===== config.mk =====
export PLATFORM = sky130hd
export DESIGN_NAME = instr_fetch_unit
export DESIGN_NICKNAME = d
export VERILOG_FILES = /design/src/rtl/instr_fetch_unit.sv
export SDC_FILE = /design/constraint.sdc
export NUM_CORES = 1
export LEC_CHECK = 0
export CAP_MARGIN = 5
export CORE_AREA = 2 2 103 105
export CTS_CLUSTER_SIZE = 40
export DETAILED_ROUTE_END_ITERATION = 10
export DIE_AREA = 0 0 105 107
export GPL_ROUTABILITY_DRIVEN = 0
export MAX_ROUTING_LAYER = met4
export PLACE_DENSITY = 0.85
export SETUP_SLACK_MARGIN = 0.15
export SLEW_MARGIN = 20
export SYNTH_ARGS = -nofsm -noshare
export SYNTH_HDL_FRONTEND = slang
export SYNTH_SLANG_ARGS = --single-unit

===== constraint.sdc =====
create_clock -name clk -period 6.8 [get_ports clk]
set_input_delay 1.36 -clock clk [delete_from_list [all_inputs] [get_ports clk]]
set_output_delay 1.36 -clock clk [all_outputs]
set_load 0.1 [all_outputs]

===== src/rtl/instr_fetch_unit.sv =====
// Instruction fetch unit: owns the PC, fetches over a valid/ready imem port and presents
// {instruction, stall_b} to the decode controller. Optional counter under IFU_PERF_CNT_EN.
module instr_fetch_unit #(
  parameter logic [31:0] RESET_PC = 32'h0000_0000,
  parameter logic [5:0]  HALT_OP  = 6'h3f
) (
  input  logic        clk,
  input  logic        rst,
  output logic        imem_req_valid,
  input  logic        imem_req_ready,
  output logic [31:0] imem_addr,
  input  logic        imem_rsp_valid,
  input  logic [31:0] imem_rsp_data,
  output logic [31:0] instruction,
  output logic [31:0] pc_out,
  output logic        stall_b,
  input  logic        decode_hold,
  input  logic        redirect_valid,
  input  logic [31:0] redirect_pc,
  output logic        halted,
  output logic [31:0] fetch_count
);

  // Handshakes: a request transfers on a cycle where imem_req_valid & imem_req_ready;
  // valid and address stay put until then unless a redirect moves the PC. Each accepted
  // request gets exactly one imem_rsp_valid pulse at least one cycle later. The presented
  // instruction is consumed on a cycle where stall_b & ~decode_hold.
  localparam logic [2:0] ST_IDLE   = 3'd0;
  localparam logic [2:0] ST_FETCH  = 3'd1;
  localparam logic [2:0] ST_WAIT   = 3'd2;
  localparam logic [2:0] ST_DRAIN  = 3'd3;
  localparam logic [2:0] ST_HALTED = 3'd4;

  logic [2:0]  state_q, state_d;
  logic [31:0] pc_q, pc_d;
  logic [31:0] instr_q, instr_d;
  logic [31:0] pc_out_q, pc_out_d;
  logic        stall_b_q, stall_b_d;
  logic        halted_q, halted_d;

  logic consume;
  logic req_valid;
  logic req_fire;
  logic req_outstanding;

  assign consume   = stall_b_q & ~decode_hold;
  // Only one instruction can be buffered, so request only when the slot is free or draining now.
  assign req_valid = (state_q == ST_FETCH) & (~stall_b_q | ~decode_hold);
  assign req_fire  = req_valid & imem_req_ready;

  // A response is still owed if we are waiting on one that has not arrived, or one is accepted now.
  assign req_outstanding = (((state_q == ST_WAIT) | (state_q == ST_DRAIN)) & ~imem_rsp_valid)
                         | req_fire;

  always_comb begin
    state_d   = state_q;
    pc_d      = pc_q;
    instr_d   = instr_q;
    pc_out_d  = pc_out_q;
    stall_b_d = stall_b_q;
    halted_d  = halted_q;

    if (consume) begin
      stall_b_d = 1'b0;
    end

    case (state_q)
      ST_IDLE: begin
        state_d = ST_FETCH;
      end
      ST_FETCH: begin
        if (req_fire) begin
          state_d = ST_WAIT;
        end
      end
      ST_WAIT: begin
        if (imem_rsp_valid) begin
          instr_d   = imem_rsp_data;
          pc_out_d  = pc_q;
          stall_b_d = 1'b1;
          pc_d      = pc_q + 32'd4;
          if (imem_rsp_data[31:26] == HALT_OP) begin
            state_d  = ST_HALTED;
            halted_d = 1'b1;
          end else begin
            state_d = ST_FETCH;
          end
        end
      end
      ST_DRAIN: begin
        if (imem_rsp_valid) begin
          state_d = ST_FETCH;
        end
      end
      ST_HALTED: begin
        state_d = ST_HALTED;
      end
      default: begin
        state_d = ST_IDLE;
      end
    endcase

    // Redirect overrides everything: the presented instruction is flushed and any
    // response still owed is swallowed in DRAIN so it cannot land at the new target.
    if (redirect_valid) begin
      pc_d      = redirect_pc & ~32'h0000_0003;
      instr_d   = instr_q;
      pc_out_d  = pc_out_q;
      stall_b_d = 1'b0;
      halted_d  = 1'b0;
      state_d   = req_outstanding ? ST_DRAIN : ST_FETCH;
    end
  end

  always_ff @(posedge clk or posedge rst) begin
    if (rst) begin
      state_q   <= ST_IDLE;
      pc_q      <= RESET_PC;
      instr_q   <= 32'h0;
      pc_out_q  <= 32'h0;
      stall_b_q <= 1'b0;
      halted_q  <= 1'b0;
    end else begin
      state_q   <= state_d;
      pc_q      <= pc_d;
      instr_q   <= instr_d;
      pc_out_q  <= pc_out_d;
      stall_b_q <= stall_b_d;
      halted_q  <= halted_d;
    end
  end

`ifdef IFU_PERF_CNT_EN
  logic [31:0] fetch_count_q, fetch_count_d;

  // A consume on a redirect cycle counts: the controller took the branch itself.
  always_comb begin
    fetch_count_d = fetch_count_q;
    if (consume) begin
      fetch_count_d = fetch_count_q + 32'd1;
    end
  end

  always_ff @(posedge clk or posedge rst) begin
    if (rst) begin
      fetch_count_q <= 32'h0;
    end else begin
      fetch_count_q <= fetch_count_d;
    end
  end

  assign fetch_count = fetch_count_q;
`else
  assign fetch_count = 32'h0;
`endif

  assign imem_req_valid = req_valid;
  assign imem_addr      = pc_q;
  assign instruction    = instr_q;
  assign pc_out         = pc_out_q;
  assign stall_b        = stall_b_q;
  assign halted         = halted_q;

endmodule


# == Yosys cells after proc, flatten, opt, wreduce, memory -nomap -nowiden ==
# Index checks and enable logic that the tools add are counted.
# op_classes
add_sub_neg,1
multipliers,0
div_mod_pow,0
magnitude_cmp,0
n_eq_ne,8
shift,0
muxes,18
bitwise_logic,11
reduce_logical,8
# ops
op,count
32-bit two-way mux,3
32-bit by 3-bit adder with 32-bit output (second input constant),1
3-bit two-way mux,5
3-bit one-hot mux with 5 select lines,1
3-bit inequality test (second input constant),3
3-bit AND reduction,3
1-bit two-way mux,8
3-bit by 2-bit == test with 1-bit output (second input constant),2
6-bit == test (second input constant),1
2-bit nonzero test,3
1-bit bitwise AND,4
1-bit inverter,4
3-bit by 1-bit == test with 1-bit output (second input constant),1
3-bit == test (second input constant),1
3-bit zero test,1
1-bit OR,3
2-bit two-way mux,1
2-bit AND reduction,1
# totals
register_bits,101
latch_bits,0
ramBits,0
rom_bits,0
inputBits,70
out_inout_bits,131
word_cells,52
n_memories,0

# == Longest topological paths before layout ==
# logic_depth
depth_word,7
mapped_depth,7
ltp_nobuf,6

# == Worst setup path before layout ==
# OpenSTA, ideal clock, no wires.
# synth_path
path_kind,input to output
from,input decode_hold
to,output imem_req_valid
t_arrival_ps,3659
t_required_ps,5440
slack_ps,1781
cell_stages,2
n_path_buf,0
cell_sequence,nand2_1 > nor3b_1
# synth_via
elab_chain_len,3
# synth_rtl
item,line_no,text
from (decl),17,"input logic decode_hold,"
1-bit inverter,48,assign req_valid = (state_q == ST_FETCH) & (~stall_b_q | ~decode_hold);
1-bit OR,48,
1-bit bitwise AND,48,
to (decl),9,"output logic imem_req_valid,"
# Every way passes these cells.

# == Final worst setup path ==
# Ends and elaborated chain as after synthesis.

==> flow_metrics.env <==
export IMPL_worst_slew_pin_slew_ps=1010
export IMPL_timing_setup_tns_ps=0
export IMPL_syn_inst=385
export IMPL_timing_final_crit_share_pct=67.6
export IMPL_ctsHtreeMaxLevel=3
export IMPL_via_count_of_the_first_global_routing_pass=3428
export IMPL_rsz0062_at_grt="false"
export IMPL_number_of_hold_buffers_added_after_cts=0
export IMPL_ys_ff_latch=97
export IMPL_synth_main_ff_cell="dfrtp_1"
export IMPL_ctsResizeCount=0
export IMPL_yosysWarnings=0
export IMPL_groute_layer_met3_usage_pct=3.40
export IMPL_routed_wirelength_um=10800
export IMPL_antenna_violating_nets_post_route=0
export IMPL_fillCellCount=806
export IMPL_vias=3421
export IMPL_path_class="input port to output port"
export IMPL_grt_start_max_net_pins=60
export IMPL_timing_critical_path_fanout_max=2
export IMPL_initial_antenna_violation_count=0
export IMPL_grt_usage_pct=19.8
export IMPL_fin_nets=617
export IMPL_library_cell_with_the_largest_summed_area_after_synthesis="dfrtp_1"
export IMPL_synth_cell_area_mm2=0.00454
export IMPL_max_slew_headroom_pct=32.5
export IMPL_die_h_um=107
export IMPL_clockRootBuffer="clkbuf_8"
export IMPL_port_buffer_count=162
export IMPL_max_cap_violations=0
export IMPL_synth_top_cells_by_area="dfrtp_1, mux2_2, buf_4"
export IMPL_cts_sinks=97
export IMPL_timing_reg2reg_worst_path_depth=4
export IMPL_cp_arrival_ps=3230
export IMPL_fp_coreArea_mm2=0.0101
export IMPL_design_portCount=201
export IMPL_post_drt_via_cell_ratio=4.98
export IMPL_critical_path_endpoint_type="output port"
export IMPL_grt_use_met2_pct=32.2
export IMPL_synth_async_reset_ratio_pct=100
export IMPL_holdCritPathClass="flop to flop"
export IMPL_gr_total_overflow=0
export IMPL_final_setup_viols=0
export IMPL_timing_final_crit_period_ps=4590
export IMPL_timing_critical_path_required_ps=5440
export IMPL_fmax_mhz=218
export IMPL_drc_errors=0
export IMPL_multi_input_comb_area_mm2=0.00189
export IMPL_avgSynthCellArea_um2=11.8
export IMPL_total_count_of_max_transition_violations_in_the_final_report=0
export IMPL_drive_gt1_share_pct=16.5
export IMPL_fin_skew_ps=6.66
export IMPL_ys_seq_area_share_pct=53.5
export IMPL_ys_types=40
export IMPL_core_rowCount=37
export IMPL_floorplan_initialDensity_pct=45.0
export IMPL_clk_path_buf_depth=2
export IMPL_final_seq_area_mm2=0.00243
export IMPL_final_hold_vio_count=0
export IMPL_wire_per_inst_um=15.7
export IMPL_initialDrtViolationCount=127
export IMPL_num_antenna_cells=0
export IMPL_most_common_cell_after_layout_fill_and_taps_aside="clkdlybuf4s50_1"
export IMPL_synth_largest_type_area_fraction_pct=53.5
export IMPL_global_route_peak_usage_layer="met2"
export IMPL_post_cts_repair_setup_buffers=0
export IMPL_layout_common_cells="clkdlybuf4s50_1, dfrtp_1, mux2_2"
export IMPL_clock_pin_slew_worst_setup_and_hold_paths_ps=90
export IMPL_number_of_buffers_created_by_cts=9
export IMPL_die_area_mm2=0.0112
export IMPL_syn_to_final_growth_pct=39.3
export IMPL_global_route_usage_met1_pct=24.9
export IMPL_run_status="complete, no violations"
export IMPL_grt_pass1_wl_um=17200
export IMPL_hpwlAfterDp_um=7920
export IMPL_crit_path_start_kind="input port"
export IMPL_insertion_delay_ps=360
export IMPL_die_width_um=105
export IMPL_cts_tree="built"
export IMPL_hold_depth=1
export IMPL_detailedRoute_firstPassIterationCount=4
export IMPL_number_of_enable_flip_flop_cells_after_synthesis=0
## stage by stage
step	hold WS [ps]	worst slack, ps	instance area, µm²	utilization [%]	std cells
global route	532	2080	6320	62.6	687
global placement	487	2200	6150	60.9	671
detailed placement	496	2210	6150	60.9	671
CTS	516	2200	6320	62.6	687
floorplan	469	1780	4670	-	420
finish	509	2210	6320	62.6	687
## flip-flops by register name (all words and copies together), names as in the netlist
name	count
halted	1
imem_addr	30
instruction	32
pc_out	30
stall_b	1
state_q	3
## layout make-up
class / instances / share of cell area, %
Multi-Input combinational cell: 268 / 29.9
Timing Repair Buffer: 165 / 25.9
Clock buffer: 14 / 2.57
Tap cell: 136 / 2.69
Inverter: 5 / 0.336
Clock inverter: 2 / 0.198
Sequential cell: 97 / 38.4
## layer usage
metal  wire, µm  vias up
met5          0        -
met1       4690     1692
met4        162        0
met3        529       15
li1           -     1588
met2       5400      126
## worst max-delay path, stage by stage
cell             delay (ps)
clkdlybuf4s50_1         420
nand2_1                  90
nor3b_1                 190
clkdlybuf4s50_1        1160
## path summary, 6_finish.rpt
check                           slack [ps]              end            start
worst max-delay path                  2210   imem_req_valid      decode_hold
worst min-delay path                   510  instruction[30]  instruction[30]
worst max register to register        3780       pc_out[22]       state_q[2]
worst min register to register         510  instruction[30]  instruction[30]
max in group asynchronous             4300    imem_addr[26]              rst
min in group asynchronous             1380  instruction[17]              rst
## cell families (layout without fill, tap and decap cells)
| group | after synthesis | in the layout | share of synthesized area, % |
|---|---|---|---|
| flops | 97 | 97 | 53.5 |
| buf+inv | 55 | 186 | 7.94 |
| simple gates | 102 | 102 | 12.5 |
| other cells | 1 | 36 | 0.0826 |
| xor+xnor | 27 | 27 | 5.21 |
| compound gates | 36 | 36 | 4.19 |
| mux | 66 | 66 | 16.3 |
| fa+ha+maj | 1 | 1 | 0.276 |
## synth_stat cells, types with 4 or more instances
master,number
mux2_2,65
nor2_1,11
xor2_1,18
xnor2_1,9
buf_4,37
and3_1,7
nand3_1,13
nand4_1,12
buf_2,6
clkbuf_1,6
a21oi_1,5
or3_1,4
o21ai_0,25
nand2_1,37
dfrtp_1,97
inv_1,5
Power is not shown: default switching activity piles up to over one toggle a cycle in this logic, so the estimate is an artifact.
